### src/rtl/jellyvl_cdc_handshake_src.sv
// Source-side endpoint of a 4-phase req/ack CDC handshake: holds one word on cdc_data
// while cdc_req is high and waits for the synchronized ack. Optional watchdog: JELLYVL_CDC_HANDSHAKE_TIMEOUT_EN.
module jellyvl_cdc_handshake_src #(
  parameter int DATA_BITS      = 32,
  parameter int ACK_SYNC_FF    = 2,
  parameter int TIMEOUT_CYCLES = 1024
) (
  input  logic                 rst_n,
  input  logic                 clk,
  input  logic [DATA_BITS-1:0] s_data,
  input  logic                 s_valid,
  output logic                 s_ready,
  output logic [DATA_BITS-1:0] cdc_data,
  output logic                 cdc_req,
  input  logic                 cdc_ack,
  output logic                 busy,
  output logic                 timeout
);

  typedef enum logic [1:0] {
    ST_IDLE       = 2'd0,
    ST_WAIT_ACK_H = 2'd1,
    ST_WAIT_ACK_L = 2'd2
  } state_t;

  logic [ACK_SYNC_FF-1:0] r_ack_sync;
  logic                   w_ack_s;
  state_t                 r_state;
  state_t                 w_state_next;
  logic                   r_req;
  logic                   w_req_next;
  logic                   w_accept;
  logic [DATA_BITS-1:0]   r_data;
  logic                   r_busy;

  // NOTE: sequential state uses non-blocking assignments so every flop samples pre-edge values.
  always_ff @(posedge clk or negedge rst_n) begin
    if (!rst_n) begin
      r_ack_sync <= '0;
    end else begin
      r_ack_sync <= {r_ack_sync[ACK_SYNC_FF-2:0], cdc_ack};
    end
  end

  assign w_ack_s = r_ack_sync[ACK_SYNC_FF-1];

  // NOTE: every always_comb output gets a default first, so no path can infer a latch.
  always_comb begin
    w_state_next = r_state;
    w_req_next   = r_req;
    w_accept     = 1'b0;
    case (r_state)
      ST_IDLE: begin
        if (s_valid && !w_ack_s) begin
          w_accept     = 1'b1;
          w_req_next   = 1'b1;
          w_state_next = ST_WAIT_ACK_H;
        end
      end
      ST_WAIT_ACK_H: begin
        // A dropping ack here is a glitch; only a high level moves us on.
        if (w_ack_s) begin
          w_req_next   = 1'b0;
          w_state_next = ST_WAIT_ACK_L;
        end
      end
      ST_WAIT_ACK_L: begin
        if (!w_ack_s) begin
          w_state_next = ST_IDLE;
        end
      end
      default: begin
        w_req_next   = 1'b0;
        w_state_next = ST_IDLE;
      end
    endcase
  end

  always_ff @(posedge clk or negedge rst_n) begin
    if (!rst_n) begin
      r_state <= ST_IDLE;
      r_req   <= 1'b0;
      r_busy  <= 1'b0;
      r_data  <= '0;
    end else begin
      r_state <= w_state_next;
      r_req   <= w_req_next;
      r_busy  <= (w_state_next != ST_IDLE);
      if (w_accept) begin
        r_data <= s_data;
      end
    end
  end

  assign s_ready  = (r_state == ST_IDLE) && !w_ack_s;
  assign cdc_req  = r_req;
  assign cdc_data = r_data;
  assign busy     = r_busy;

`ifdef JELLYVL_CDC_HANDSHAKE_TIMEOUT_EN
  localparam int                CNT_BITS = $clog2(TIMEOUT_CYCLES + 1);
  localparam logic [CNT_BITS-1:0] CNT_MAX = CNT_BITS'(TIMEOUT_CYCLES);

  logic [CNT_BITS-1:0] r_cnt;
  logic [CNT_BITS-1:0] w_cnt_next;
  logic                r_timeout;

  // Counts cycles spent in the current wait state; saturates at the limit.
  always_comb begin
    w_cnt_next = r_cnt;
    if (w_state_next != r_state) begin
      w_cnt_next = '0;
    end else if ((r_state != ST_IDLE) && (r_cnt != CNT_MAX)) begin
      w_cnt_next = r_cnt + CNT_BITS'(1);
    end
  end

  always_ff @(posedge clk or negedge rst_n) begin
    if (!rst_n) begin
      r_cnt     <= '0;
      r_timeout <= 1'b0;
    end else begin
      r_cnt <= w_cnt_next;
      if (w_cnt_next == CNT_MAX) begin
        r_timeout <= 1'b1;
      end
    end
  end

  assign timeout = r_timeout;
`else
  logic w_unused_timeout_cycles;
  assign w_unused_timeout_cycles = (TIMEOUT_CYCLES > 0);
  assign timeout = 1'b0;
`endif

endmodule

### config.mk
export PLATFORM = sky130hd
export DESIGN_NAME = jellyvl_cdc_handshake_src
export DESIGN_NICKNAME = d
export VERILOG_FILES = /design/src/rtl/jellyvl_cdc_handshake_src.sv
export SDC_FILE = /design/constraint.sdc
export NUM_CORES = 1
export LEC_CHECK = 0
export CAP_MARGIN = 5
export CORE_MARGIN = 1
export CORE_UTILIZATION = 35
export CTS_CLUSTER_SIZE = 30
export DETAILED_ROUTE_END_ITERATION = 6
export MAX_ROUTING_LAYER = met4
export PLACE_DENSITY = 0.69
export SLEW_MARGIN = 10
export SYNTH_ARGS = -nofsm -noshare
export SYNTH_HDL_FRONTEND = slang
export SYNTH_SLANG_ARGS = --single-unit
### constraint.sdc
create_clock -name clk -period 1.9 [get_ports clk]
set_input_delay 0.38 -clock clk [delete_from_list [all_inputs] [get_ports clk]]
set_output_delay 0.38 -clock clk [all_outputs]
set_load 0.05 [all_outputs]
==> metrics.txt, run 1 <==
status finished, final reports clean; final design instance area without fill 0.002441 mm²; leading area contributor after synthesis dfrtp_1; internal power 2.021 mW; startpoint type of the worst setup path flop; net switching fraction of the power 40.85%; Tot GR Track Use 15.11%; Port Buffer Count 70; Crit Path Category flop to output port; number of vias in the routed layout 987; Warnings, synthesis 0; xor and xnor area share after synthesis 0.5507%; unique cell type count in the Yosys netlist 18; root buffer selected by CTS clkbuf_8; Num CTS Buffers 5; worst path arrival time 1.48 ns; number of H-tree levels 2; Power Total 3.416 mW; Row Count 24; synth-to-layout area growth 53.50%; Vias/cell 4.528; unrepaired setup endpoints after global routing no; via count of the first global-routing pass 1007; Max Clock Freq 536.8 MHz; cell types with the largest area share after synthesis dfrtp_1 60%, mux2_4 28%, buf_12 3.8%; horizontal die dimension 69.41 µm; number of buffers inserted for hold repair after clock tree synthesis 0; number of antenna-violating nets in the routed design 0; CTS sink cnt 38; Post-synth ARST share 100.0%; Primary FF master, synth dfrtp_1; simple-gate share of the synthesized area 2.518%; adder and majority cell fraction of the synthesized area 0%; ANT cells 0; compound-cell area share of the yosys netlist 1.731%; area occupied by multi-input gates 559.3 µm²; placed cell areas 0.002341 mm²; switching component of the power 1.395 mW; Final Core Density 56.06%; commonest cells after routing, fill and taps aside 65 x clkdlybuf4s50_1, 38 x dfrtp_1, 30 x mux2_4; later-pin clock latency in the skew report 0.29 ns; static leakage 1.089 nW; fraction of power consumed by the clock network 16.9%; cell area after technology mapping 0.001590 mm²; Syn Nets 125; maximum count of clock buffers along a single path 2; number of top-level design ports 72; remaining global-route overflow 0; number of enable flip-flop cells after synthesis 0; cell with the largest stage delay on the worst path clkdlybuf4s50_1; Slew @ Worst Pin 0.8328 ns; fraction of layout instances using a drive strength above 1 30.12%; path category of the worst min-delay check input pin to asynchronous set/reset pin; minimum hold slack 0.1859 ns; Remaining DRCs 0; CTS tree done; final period demand of the worst path 1.863 ns; #FFs+latches synth 38; total routed wirelength 3280 µm; first-iteration detailed-routing DRC count 37; relative contribution of combinational cells to total power 49.2%; Critical Path Fanout Max 2; critical path endpoint category output port; # nets final 201; Synth top area share 59.80%; Filler Cell Count 366; antenna violations before repair 0; half-perimeter wire length of the detailed placement result 2407 µm; mux contribution to synthesized area 29.74%; number of max-cap violations 0; worst ir drop on vdd 0.5609 mV; sequential share of the synthesized area 59.80%; global placer's final weighted congestion 0.7624; portion of total power attributed to sequential cells 33.9%; count of final max-slew check failures 0; drt first pass iters 2; power density over cell area 1400 mW/mm²; critical path data required time 1.52 ns; starting density of the core 36.52%; full die area 0.004817 mm²; die outline height 69.41 µm; stage delay of the slowest cell on the critical path 0.82 ns; Worst-path clk slew 0.08 ns; Post-Route Skew 0.006037 ns; final number of hold-violating endpoints 0; combinational family with the most area after synthesis multiplexers; mean instance size in the synthesized netlist 17.87 µm²; max_slew headroom 44.48%; cells along the critical path clkdlybuf4s50_1; ratio of final minimum period to clock period 98.04%; worst path buffer plus inverter count 1; largest net degree at the start of global routing 39; wire length of the first global-routing pass 5451 µm; area of the placeable core 0.004354 mm²; register area 950.9 µm²; Crit path max-delay family buffers and inverters; mean routed wirelength per cell 15.05 µm; final total negative setup slack 0 ns; leading cell type in the layout, fill and taps excluded clkdlybuf4s50_1; final setup vio count 0; Gate Count Post-Synth 89
==> per-layer routing <==
metal | GRT usage (%) | share of wire, % | vias to the layer above
li1 | - | - | 454
met1 | 19.83 | 46 | 486
met2 | 21.79 | 46 | 41
met3 | 4.215 | 6.7 | 6
met4 | 6.803 | 1.6 | 0
met5 | - | 0 | -
==> cells in the mapped netlist (2+ instances only) <==
cell     instances
dfrtp_1         38
mux2_4          30
buf_12           3
a21oi_1          2
inv_1            2
mux2_2           2
==> kinds of logic (layout without fill, tap and decap cells) <==
| logic type | after synthesis | count (layout) |
|---|---|---|
| and+or+nand+nor | 6 | 6 |
| AOI/OAI and AO/OA | 4 | 4 |
| muxes | 32 | 32 |
| buffers and inverters | 7 | 84 |
| xor gates and xnor gates | 1 | 1 |
| DFF | 38 | 38 |
| other | 1 | 1 |
==> state kept, by name, indices dropped and copies added, names as in the netlist <==
signal and flops:
r_state 2, r_ack_sync 2, busy 1, cdc_data 32
cdc_req 1
==> power groups by stage <==
stage | sequential (mW) | clock (mW) | combinational [mW]
3_5_place_dp | 1.17 | 0 | 1.69
4_1_cts | 1.16 | 0.597 | 1.70
3_3_place_gp | 1.16 | 0 | 1.68
5_1_grt | 1.19 | 0.628 | 1.74
6_report | 1.16 | 0.576 | 1.68
2_1_floorplan | 1.90 | 0 | 0.386
==> repair_timing <==
| action | 4_1_cts | 5_1_grt |
|---|---|---|
| gates resized for setup | 0 | 2 |
| buffers inserted | 0 | 0 |
| setup endpoints to repair | 0 | 2 |
==> metrics by stage <==
step                      setup WS [ns]  cells
after floorplan                 0.05698     89
after CTS                       0.01738    218
after global placement           0.1495    210
final                           0.03724    218
after global routing           0.007815    218
after detailed placement         0.1109    210
==> worst paths after layout <==
check	start	endpoint	slack [ns]	cells past startpoint
setup / recovery	cdc_data[23]	cdc_data[23]	0.04	1
hold / removal	rst_n	cdc_data[4]	0.19	1
setup reg to reg	r_state[1]	cdc_data[0]	0.27	4
hold reg to reg	r_ack_sync[0]	r_ack_sync[1]	0.35	0
max in group asynchronous	rst_n	r_ack_sync[1]	1.19	1
min in group clk	r_ack_sync[0]	r_ack_sync[1]	0.35	0
==> layout make-up <==
type | count | share of cell area [%]
sequential | 38 | 38.95
tap | 52 | 2.665
clock buffer | 6 | 3.383
multi-input combinational | 44 | 22.91
clock inverter | 2 | 0.5126
inverter | 2 | 0.3075
timing repair buffer | 74 | 31.27
(Power assumes the default switching activity.)
==> run 2: changes to the inputs <==
Settings changed: GPL_TIMING_DRIVEN set to 1.
==> results of run 2 <==
Final layout, timing and power as in run 1 (identical DEF).
==> run 3: changes to the inputs <==
Settings changed: CORE_UTILIZATION 35 to 41, PLACE_DENSITY 0.69 to 0.88.
==> run 3 against run 2 <==
Sequential share of layout area grew 0.24 points. Sequential cell count unchanged. Total power up 2.3%. Critical path type unchanged. Non-clock buffer count down 2. Critical endpoint is now cdc_data[14]. First-iteration DRC count decreased by 65%.
==> metrics.txt, run 3 (synthesized netlist as in run 1, its figures left out) <==
die outline height 64.28 µm; final number of hold-violating endpoints 0; number of top-level design ports 72; via count of the first global-routing pass 1070; crit path to cdc_data[14]; final total negative setup slack 0 ns; Port Buffer Count 70; Setup WS post-layout 0.05219 ns; maximum count of clock buffers along a single path 2; Crit Path Category flop to output port; later-pin clock latency in the skew report 0.28 ns; synth-to-layout area growth 52.56%; max reg flops 32; Filler Cell Count 280; horizontal die dimension 64.28 µm; detailed route wirelength on metal3 177 µm; commonest cells after routing, fill and taps aside 65 x clkdlybuf4s50_1, 38 x dfrtp_1, 30 x mux2_4; largest net degree at the start of global routing 39; drt first pass iters 2; unrepaired setup endpoints after global routing no; first-iteration detailed-routing DRC count 13; Max Clock Freq 541.2 MHz; ratio of final minimum period to clock period 97.25%; Row Count 22; stage delay of the slowest cell on the critical path 0.82 ns; number of max-cap violations 0; Crit. path cell count 1; final setup vio count 0; crit path from cdc_data[14]; placement-stage worst setup slack 0.1312 ns; Tot GR Track Use 17.43%; # nets final 199; status finished, final reports clean; post-placement cell count 204; path category of the worst min-delay check input pin to asynchronous set/reset pin; leading cell type in the layout, fill and taps excluded clkdlybuf4s50_1; CTS tree done; remaining global-route overflow 0; root buffer selected by CTS clkbuf_8; top routing layer used met4; cells along the critical path clkdlybuf4s50_1; power density over cell area 1441 mW/mm²; global placer's final weighted congestion 0.6272; minimum hold slack 0.1904 ns; count of final max-slew check failures 0; antenna violations before repair 0; Remaining DRCs 0; startpoint type of the worst setup path flop; Critical Path Fanout Max 2; CTS sink cnt 38; number of antenna-violating nets in the routed design 0; number of vias in the routed layout 987; Worst-path clk slew 0.08 ns; worst path buffer plus inverter count 1; area of the placeable core 0.003689 mm²; cell with the largest stage delay on the worst path clkdlybuf4s50_1; sum of routed wire segments on met1 1318 µm; Crit path max-delay family buffers and inverters; mean routed wirelength per cell 15.08 µm; total routed wirelength 3197 µm; ANT cells 0; area occupied by multi-input gates 559.3 µm²; reg-to-reg startpoint r_state[1]; total of cells resized after clock tree synthesis 1; Num CTS Buffers 5; critical path data required time 1.52 ns; full die area 0.004132 mm²; wire length of the first global-routing pass 5175 µm; number of H-tree levels 2; static leakage 1.072 nW; max_slew headroom 45.13%; worst path arrival time 1.47 ns; count of buffers added by post-CTS timing repair for setup 0; starting density of the core 43.11%; register area 950.9 µm²; number of buffers inserted for hold repair after clock tree synthesis 0; routed length on met2 1663 µm; endpoint of the worst register-to-register path cdc_data[17]; r2r worst-path depth 4; placed cell areas 0.002318 mm²; Slew @ Worst Pin 0.8230 ns; fraction of layout instances using a drive strength above 1 29.88%; register-to-register path setup slack 0.30 ns; final design instance area without fill 0.002426 mm²; critical path endpoint category output port; Post-Route Skew 0.005099 ns; number of cells in the finished layout apart from fillers 212; Vias/cell 4.656; final period demand of the worst path 1.848 ns; worst ir drop on vdd 0.7341 mV; half-perimeter wire length of the detailed placement result 2268 µm
-- run 3: layout make-up --
class | instances | share of cell area, %
tap | 48 | 2.475
clock buffer | 5 | 2.837
multi-input combinational | 44 | 23.05
timing repair buffer | 72 | 30.48
clock inverter | 3 | 1.650
sequential | 38 | 39.20
inverter | 2 | 0.3094
-- run 3: power by group --
part / total [mW] / switching, mW / internal [mW]
Clock: 0.660 / 0.274 / 0.386
Combinational: 1.67 / 0.977 / 0.696
Sequential: 1.16 / 0.138 / 1.02
Total: 3.49 / 1.39 / 2.11
-- run 3: worst register-to-register path, stage by stage, from the launching register on --
cell and delay (ns):
dfrtp_1 0.47, nor3_4 0.27, and2_4 0.22, buf_12 0.18
mux2_2 0.34
-- run 3: stage by stage --
| stage | power, mW | util (%) |
|---|---|---|
| 6_report | 3.495 | 65.77 |
| 5_1_grt | 3.644 | 65.77 |
| 4_1_cts | 3.535 | 65.77 |
| 3_5_place_dp | 2.858 | 62.86 |
| 3_3_place_gp | 2.824 | 62.86 |
| 2_1_floorplan | 2.282 | - |
-- run 3: worst min path at each step --
stage / start / cells past startpoint / to / slack, ns
floorplan: rst_n / 0 / busy / 0.08
global placement: r_ack_sync[0] / 0 / r_ack_sync[1] / 0.34
detailed placement: r_ack_sync[0] / 0 / r_ack_sync[1] / 0.34
CTS: rst_n / 1 / cdc_data[5] / 0.21
global route: rst_n / 1 / cdc_data[5] / 0.24
finish: rst_n / 1 / cdc_data[5] / 0.19
-- run 3: metal layers --
| metal | track usage (%) | up-vias |
|---|---|---|
| met1 | 21.85 | 491 |
| li1 | - | 450 |
| met2 | 27.50 | 42 |
| met5 | - | - |
| met4 | 6.667 | 0 |
| met3 | 3.929 | 4 |
